`config.mk`:
```
export PLATFORM = sky130hd
export DESIGN_NAME = pipe_skid_stage
export DESIGN_NICKNAME = d
export VERILOG_FILES = /design/src/rtl/pipe_pkg.sv /design/src/rtl/pipe_skid_stage_sat_counter.sv /design/src/rtl/pipe_skid_stage.sv
export SDC_FILE = /design/constraint.sdc
export NUM_CORES = 1
export LEC_CHECK = 0
export CAP_MARGIN = 20
export CORE_AREA = 2 2 228 230
export DETAILED_ROUTE_END_ITERATION = 6
export DIE_AREA = 0 0 230 232
export GPL_TIMING_DRIVEN = 0
export PLACE_DENSITY_LB_ADDON = 0.08
export SYNTH_ARGS = -nofsm -noshare
export SYNTH_HDL_FRONTEND = slang
export SYNTH_SLANG_ARGS = --single-unit
```
`constraint.sdc`:
```
create_clock -name clk -period 38.4 [get_ports clk]
set_input_delay 9.6 -clock clk [delete_from_list [all_inputs] [get_ports clk]]
set_output_delay 9.6 -clock clk [all_outputs]
set_load 0.01 [all_outputs]
```
`src/rtl/pipe_pkg.sv`:
```
// Shared definitions for the 5-stage core's inter-stage registers.
// - Stage payload structs; the instantiating stage packs one of these into
//   the opaque DATA_W-bit payload of pipe_skid_stage.
// - Payload widths derived from the structs.
// - NOP_PAYLOAD, the all-zero payload an idle stage presents downstream.
// No ports: package only.
package pipe_pkg;

    typedef struct packed {
        logic [31:0] pc;
        logic [31:0] ins;
        logic [31:0] rs1_val;
        logic [31:0] rs2_val;
        logic [31:0] imm;
        logic [4:0]  rd;
        logic [7:0]  alu_op;
        logic [11:0] csr_addr;
        logic [2:0]  mem_op;
        logic        reg_we;
        logic        csr_we;
    } id_ex_t;

    typedef struct packed {
        logic [31:0] pc;
        logic [31:0] alu_res;
        logic [31:0] store_val;
        logic [4:0]  rd;
        logic [2:0]  mem_op;
        logic        reg_we;
    } ex_mem_t;

    localparam int ID_EX_W  = $bits(id_ex_t);
    localparam int EX_MEM_W = $bits(ex_mem_t);

    // Widest payload any stage may request; NOP_PAYLOAD is sliced down to
    // the actual DATA_W by each stage instance.
    localparam int NOP_MAX_W = 1024;
    localparam logic [NOP_MAX_W-1:0] NOP_PAYLOAD = '0;

endpackage

```
`src/rtl/pipe_skid_stage_sat_counter.sv`:
```
// Saturating up-counter for the perf-counter CSRs.
// Ports:
//   clk   - rising-edge clock
//   rst   - asynchronous active-high reset, clears the count
//   inc   - amount to add this cycle (0..2)
//   count - current count; sticks at all-ones once reached
module sat_counter #(
    parameter int CNT_W = 32
) (
    input  logic             clk,
    input  logic             rst,
    input  logic [1:0]       inc,
    output logic [CNT_W-1:0] count
);

    logic [CNT_W-1:0] cnt_reg;
    logic [CNT_W-1:0] cnt_next;
    logic [CNT_W:0]   sum;

    // One extra bit catches the carry out; any carry means we passed the top.
    always_comb begin
        sum      = {1'b0, cnt_reg} + {{(CNT_W-1){1'b0}}, inc};
        cnt_next = sum[CNT_W] ? '1 : sum[CNT_W-1:0];
    end

    always_ff @(posedge clk or posedge rst) begin
        if (rst) begin
            cnt_reg <= '0;
        end else begin
            cnt_reg <= cnt_next;
        end
    end

    assign count = cnt_reg;

endmodule

```
`src/rtl/pipe_skid_stage.sv`:
```
// Parametrised inter-stage pipeline register with optional skid entry.
// Ports:
//   clk, rst            - clock, asynchronous active-high reset
//   in_valid/in_ready   - upstream handshake, in_data payload
//   out_valid/out_ready - downstream handshake, out_data head payload
//                         (all-zero while out_valid=0)
//   trap_flush          - kill all contents, overrides hold
//   hold                - freeze contents, no enqueue/dequeue
//   flush               - kill all contents (ignored during hold)
//   occupancy           - number of valid entries
//   stall_cnt           - cycles with a head present but not consumed
//   drop_cnt            - entries killed by flush/trap_flush
module pipe_skid_stage
    import pipe_pkg::*;
#(
    parameter int DATA_W = 256,
    parameter int DEPTH  = 2,
    parameter int CNT_W  = 32
) (
    input  logic              clk,
    input  logic              rst,
    input  logic              in_valid,
    output logic              in_ready,
    input  logic [DATA_W-1:0] in_data,
    output logic              out_valid,
    input  logic              out_ready,
    output logic [DATA_W-1:0] out_data,
    input  logic              trap_flush,
    input  logic              hold,
    input  logic              flush,
    output logic [1:0]        occupancy,
    output logic [CNT_W-1:0]  stall_cnt,
    output logic [CNT_W-1:0]  drop_cnt
);

    generate
        if (DEPTH != 1 && DEPTH != 2) begin : g_bad_depth
            $error("pipe_skid_stage: DEPTH must be 1 or 2");
        end
        if (DATA_W > NOP_MAX_W) begin : g_bad_width
            $error("pipe_skid_stage: DATA_W exceeds NOP_MAX_W");
        end
    endgenerate

    logic              head_valid_reg, head_valid_next;
    logic              skid_valid_reg, skid_valid_next;
    logic [DATA_W-1:0] head_data_reg, head_data_next;
    logic [DATA_W-1:0] skid_data_reg, skid_data_next;

    logic       kill;
    logic       deq;
    logic       enq;
    logic       ready_raw;
    logic [1:0] occ;
    logic [1:0] stall_inc;
    logic [1:0] drop_inc;

    assign occ  = {1'b0, head_valid_reg} + {1'b0, skid_valid_reg};
    // trap_flush wins over hold; plain flush only acts when not holding.
    assign kill = trap_flush | (flush & ~hold);

    generate
        if (DEPTH == 1) begin : g_ready_pass
            // Single entry: space exists if empty or the head leaves now.
            assign ready_raw = ~head_valid_reg | out_ready;
        end else begin : g_ready_reg
            // Skid: ready depends on state only, breaking the out_ready path.
            assign ready_raw = ~skid_valid_reg;
        end
    endgenerate

    assign in_ready = ~rst & ~hold & ready_raw;

    assign deq = head_valid_reg & out_ready & ~hold & ~kill;
    assign enq = in_valid & in_ready & ~kill;

    always_comb begin
        head_valid_next = head_valid_reg;
        head_data_next  = head_data_reg;
        skid_valid_next = skid_valid_reg;
        skid_data_next  = skid_data_reg;
        if (kill) begin
            head_valid_next = 1'b0;
            head_data_next  = NOP_PAYLOAD[DATA_W-1:0];
            skid_valid_next = 1'b0;
            skid_data_next  = NOP_PAYLOAD[DATA_W-1:0];
        end else if (!hold) begin
            if (deq) begin
                // Skid (if any) advances to the head.
                head_valid_next = skid_valid_reg;
                head_data_next  = skid_data_reg;
                skid_valid_next = 1'b0;
            end
            if (enq) begin
                if (!head_valid_next) begin
                    head_valid_next = 1'b1;
                    head_data_next  = in_data;
                end else if (DEPTH == 2) begin
                    skid_valid_next = 1'b1;
                    skid_data_next  = in_data;
                end
            end
        end
    end

    always_ff @(posedge clk or posedge rst) begin
        if (rst) begin
            head_valid_reg <= 1'b0;
            head_data_reg  <= '0;
            skid_valid_reg <= 1'b0;
            skid_data_reg  <= '0;
        end else begin
            head_valid_reg <= head_valid_next;
            head_data_reg  <= head_data_next;
            skid_valid_reg <= skid_valid_next;
            skid_data_reg  <= skid_data_next;
        end
    end

    assign out_valid = head_valid_reg;
    assign out_data  = head_valid_reg ? head_data_reg : NOP_PAYLOAD[DATA_W-1:0];
    assign occupancy = occ;

    // Hold cycles count as stalls; kill cycles do not.
    assign stall_inc = {1'b0, head_valid_reg & ~kill & (hold | ~out_ready)};
    assign drop_inc  = kill ? occ : 2'b00;

    sat_counter #(.CNT_W(CNT_W)) u_stall_cnt (
        .clk   (clk),
        .rst   (rst),
        .inc   (stall_inc),
        .count (stall_cnt)
    );

    sat_counter #(.CNT_W(CNT_W)) u_drop_cnt (
        .clk   (clk),
        .rst   (rst),
        .inc   (drop_inc),
        .count (drop_cnt)
    );

endmodule

```
# ---- Word-level counts from Yosys, hierarchy flattened
# Index checks and enable logic that the tools add are counted.
dict set report totals {
  regBits 578
  inputBits 263
  out_inout_bits 324
  elab_cells 54
}
dict set report op_classes {
  add_sub_neg 3
  n_eq_ne 1
  muxes 24
  n_bitwise 17
  reduce_logical 3
}
# cell count
set ops {}
lappend ops {{two-way mux 256 bit} 10}
lappend ops {{two-way mux 32 bit} 2}
lappend ops {{adder 32 x 1 -> 33 bit} 1}
lappend ops {{adder 32 x 2 -> 33 bit} 1}
lappend ops {{two-way mux 1 bit} 11}
lappend ops {{bitwise AND 1 bit} 10}
lappend ops {{NOT 1 bit} 5}
lappend ops {{nonzero test 2 bit} 2}
lappend ops {{AND reduction 3 bit} 1}
lappend ops {{adder 1 x 1 -> 2 bit} 1}
lappend ops {{two-way mux 2 bit} 1}
lappend ops {{inequality test 2 x 1 -> 1 bit, second input constant} 1}
lappend ops {{OR 1 bit} 2}

# ---- Logic depth before layout (Yosys ltp)
dict set report logic_depth {
  ltp_word 12
  ltp_mapped 14
  mapped_depth_nobuf 11
}

# ---- Cells and area by module
# From an unflattened synthesis, not the netlist that was laid out.
dict set report hier_totals {
  hier_cells 2667
  area_unflattened_um2 27508.9
}
# module instances cells_per_inst area_each_um2 seq_area_each_um2
set modules_own_cells {}
lappend modules_own_cells {pipe_skid_stage 1 2307 24025.5 12862.3}
lappend modules_own_cells {sat_counter 2 180 1741.7 800.8}

# ---- Worst setup path before layout
# No wires, ideal clock.
dict set report synth_path {
  kind {input port to output port}
  startpoint {in hold}
  endpoint {out in_ready}
  arrival_time_ns 9.949
  t_required_ns 28.800
  setup_slack_ns 18.851
  cell_stages 1
  path_buffers 0
  path_cell_list {nor3_1}
}
dict set report synth_between {
  elab_chain_len 3
}
# item line_no
set synth_lines {}
lappend synth_lines {{start, declared} pipe_skid_stage.sv:29} ;# input logic hold,
lappend synth_lines {{NOT 1 bit} pipe_skid_stage.sv:72} ;# assign in_ready = ~rst & ~hold & ready_raw;
lappend synth_lines {{bitwise AND 1 bit (2 in a row)} pipe_skid_stage.sv:72}
lappend synth_lines {{end, declared} pipe_skid_stage.sv:23} ;# output logic in_ready,
# Every way passes these cells.

# ---- Worst setup path in the final report
dict set report layout_path {
  startpoint {in rst}
  endpoint {out in_ready}
}
dict set report layout_between {
  elab_chain_len 3
}
# item line_no
set layout_lines {}
lappend layout_lines {{start, declared} pipe_skid_stage.sv:21} ;# input logic rst,
lappend layout_lines {{NOT 1 bit} pipe_skid_stage.sv:72}
lappend layout_lines {{bitwise AND 1 bit (2 in a row)} pipe_skid_stage.sv:72}
# Every way passes these cells.

==> metrics.md <==
| Metric | Value |
|---|---|
| Worst hold path type | reg -> reg |
| Post-synth ARST share | 100.0% |
| Status | finished clean |
| Final clock skew | 19.10 ps |
| Hpwl dp | 60690 um |
| First drt pass iteration count | 5 |
| First-pass GRT wire length | 127900 um |
| WL/cell | 20.68 um |
| Starting density of the core | 51.36% |
| Largest net degree at the start of global routing | 136 |
| Slew HR | 22.28% |
| Slew @ Worst Pin | 1166 ps |
| Final hold violations | 0 |
| Area growth from synthesis to layout | 34.28% |
| Min Tclk post-route | 20760 ps |
| Number of synthesized register bits | 578 |
| Share of cells above drive strength 1 | 6.616% |
| Worst Setup End Kind | output port |
| Die W | 230 um |
| Die area | 53360 sq um |
| Ys Warns | 0 |
| Main synth FF type | dfrtp_1 |
| Area leader, netlist | dfrtp_1 |
| WP data required | 28800 ps |
| Maximum VDD drop | 0.00003190 V |
| CTS resizes | 0 |
| Worst EP arrival | 11160 ps |
| CTS H-Tree Depth | 2 |
| Finish-stage setup viols | 0 |
| Tcrit/Tclk final | 54.07% |
| CTS clock-pin slew for the worst setup and hold paths | 60 ps |
| Clock sinks | 578 |
| Post-synth top cells | dfrtp_1, nand2_1, a21oi_1 |
| Via Count | 22630 |
| Maximum fanout along the worst path | 3 |
| Worst setup SP type | input port |
| GR Util All Layers | 30.67% |
| Register area share after synthesis | 55.34% |
| Cell variety after synth | 53 |
| Cell Area, Synth | 26140 sq um |
| Drt total wl | 82940 um |
| Max-cap check violation count | 0 |
| Number of I/O pins | 587 |
| Post-Synthesis Cells | 2610 |
| CP dominant cell by count | clkdlybuf4s50_1 |
| Placer Congestion | 0.8963 |
| Site row count | 83 |
| Setup repair bufs after CTS | 0 |
| Power Density | 38.03 nW/um^2 |
| F_max | 0.04816 GHz |
| CP delay by family, top | buffers and inverters |
| Slew Limit Fails | 0 |
| Avg Vias per Cell | 5.641 |
| CP Class | in -> out |
| Antenna Violating Nets Remaining | 0 |
| Pwr Total | 1.335 mW |
| TritonCTS clock tree | built |
| Drc violations | 0 |
| CTS buffer count | 60 |
| 1st-iter DRT viols | 1568 |
| Post-CTS Hold Buffers | 0 |
| Top-area cell type share of the netlist area | 55.34% |
| Die Y | 232 um |
| Initial antenna violation count | 26 |
| Clock tree root buffer cell | clkbuf_16 |
| Max clock buf depth | 3 |
| CP cell instances | clkdlybuf4s50_1 > nor3_1 > clkdlybuf4s50_1 |
| Clk_lat worst skew | 620 ps |
| Number of global-route vias before repair | 22730 |
| Unrepaired setup endpoints after global routing | no |
| Setup TNS Final | 0 ps |
| Largest stage delay, worst path | 620 ps |
| Fill cells | 3934 |
| Core area | 50890 sq um |
| Nets | 3531 |
| Congestion Overflow GR | 0 |
| Post-synthesis average cell area | 10.01 sq um |
| Largest cells by area after synthesis | dfrtp_1, a22o_1, nand2_1 |
| PortBufs | 586 |
| WP buf/inv | 2 |
| CP max-delay cell | clkdlybuf4s50_1 |
| Mapped Nets | 2879 |
| Number of synthesized flops with an enable pin | 0 |
| Cell leakage power | 17.31 nW |
kinds of logic after synthesis:
logic type | after synthesis | share of synthesized area (%)
xor gates and xnor gates | 26 | 0.8713
adders and majority gates | 6 | 0.3160
DFF | 578 | 55.34
AOI/OAI and AO/OA | 808 | 21.84
muxes | 16 | 0.6798
buffers and inverters | 216 | 3.595
and+or+nand+nor | 960 | 17.35
worst reg2reg max path, delay by kind of cell, from the launching register on:
family | cells | cell delay, ps
fa+ha+maj | 1 | 270
flops | 1 | 400
buf+inv | 2 | 920
xor+xnor | 1 | 140
simple gates | 6 | 1810
placed cells by master, fill, tap and decap left out, drive strengths merged, types with 3 or more instances in the layout:
master         instances
nor2                  25
a22o                 256
a31oi                  4
nand2b                 4
nand2                578
mux2                  14
nor4                   5
a21o                 256
xor2                  18
or4                    6
clkinv                13
nand3b                 3
a21oi                266
o21a                   4
ha                     5
bufinv                 7
xnor2                  8
o21ai                  9
nand3                 19
buf                  107
and2                 263
clkdlybuf4s50        586
clkinvlp               3
a41oi                  3
clkbuf               191
diode                 21
nor2b                  3
and3                  13
inv                    9
nand4                 21
dfrtp                578
or3                    4
nor3                   9
metrics by stage:
| stage | cell area [sq um] | util [%] | setup WS, ps | hold slack (ps) | instances |
|---|---|---|---|---|---|
| floorplan | 26140 | - | 12630 | 440.8 | 2610 |
| global placement | 32850 | 64.56 | 6462 | 450.0 | 3876 |
| detailed placement | 32970 | 64.79 | 17690 | 457.1 | 3880 |
| CTS | 35040 | 68.86 | 17700 | 470.5 | 3990 |
| global route | 35090 | 68.96 | 17600 | 478.5 | 4009 |
| finish | 35090 | 68.97 | 17640 | 464.9 | 4011 |
final cells by class:
class / count / area [sq um] / area share [%]
diodes: 21 / 52.55 / 0.1497
inverters: 9 / 41.29 / 0.1177
well taps: 680 / 850.8 / 2.424
multi-input cells: 1816 / 10730 / 30.58
flip-flops and latches: 578 / 14460 / 41.21
clock inverters: 23 / 297.8 / 0.8485
clock buffers: 87 / 1774 / 5.055
plain buffers: 207 / 905.9 / 2.581
repair buffers: 590 / 5976 / 17.03
layer usage:
layer / up-vias / wire, um / GRT usage [%]
met5: - / 90 / 0
met4: 12 / 4547 / 14.68
met3: 233 / 6340 / 8.166
met2: 857 / 39450 / 49.98
met1: 11200 / 32510 / 38.10
li1: 10330 / - / -
where the power goes:
group / switching [mW] / total [mW] / internal [mW]
Combinational: 0.0529 / 0.0974 / 0.0446
Clock: 0.244 / 0.609 / 0.366
Sequential: 0.00834 / 0.628 / 0.619
Total: 0.305 / 1.33 / 1.03
final timing paths:
path | start | end | slack, ps | depth (start not counted)
max reg2reg | out_valid | u_stall_cnt.count[17] | 34720 | 10
min in group asynchronous | rst | head_data_reg[2] | 9670 | 2
max in group asynchronous | rst | skid_data_reg[91] | 27110 | 4
min reg2reg | head_data_reg[11] | head_data_reg[11] | 460 | 1
max | rst | in_ready | 17640 | 3
min | head_data_reg[11] | head_data_reg[11] | 460 | 1
Power figures use the tool's default switching activity.
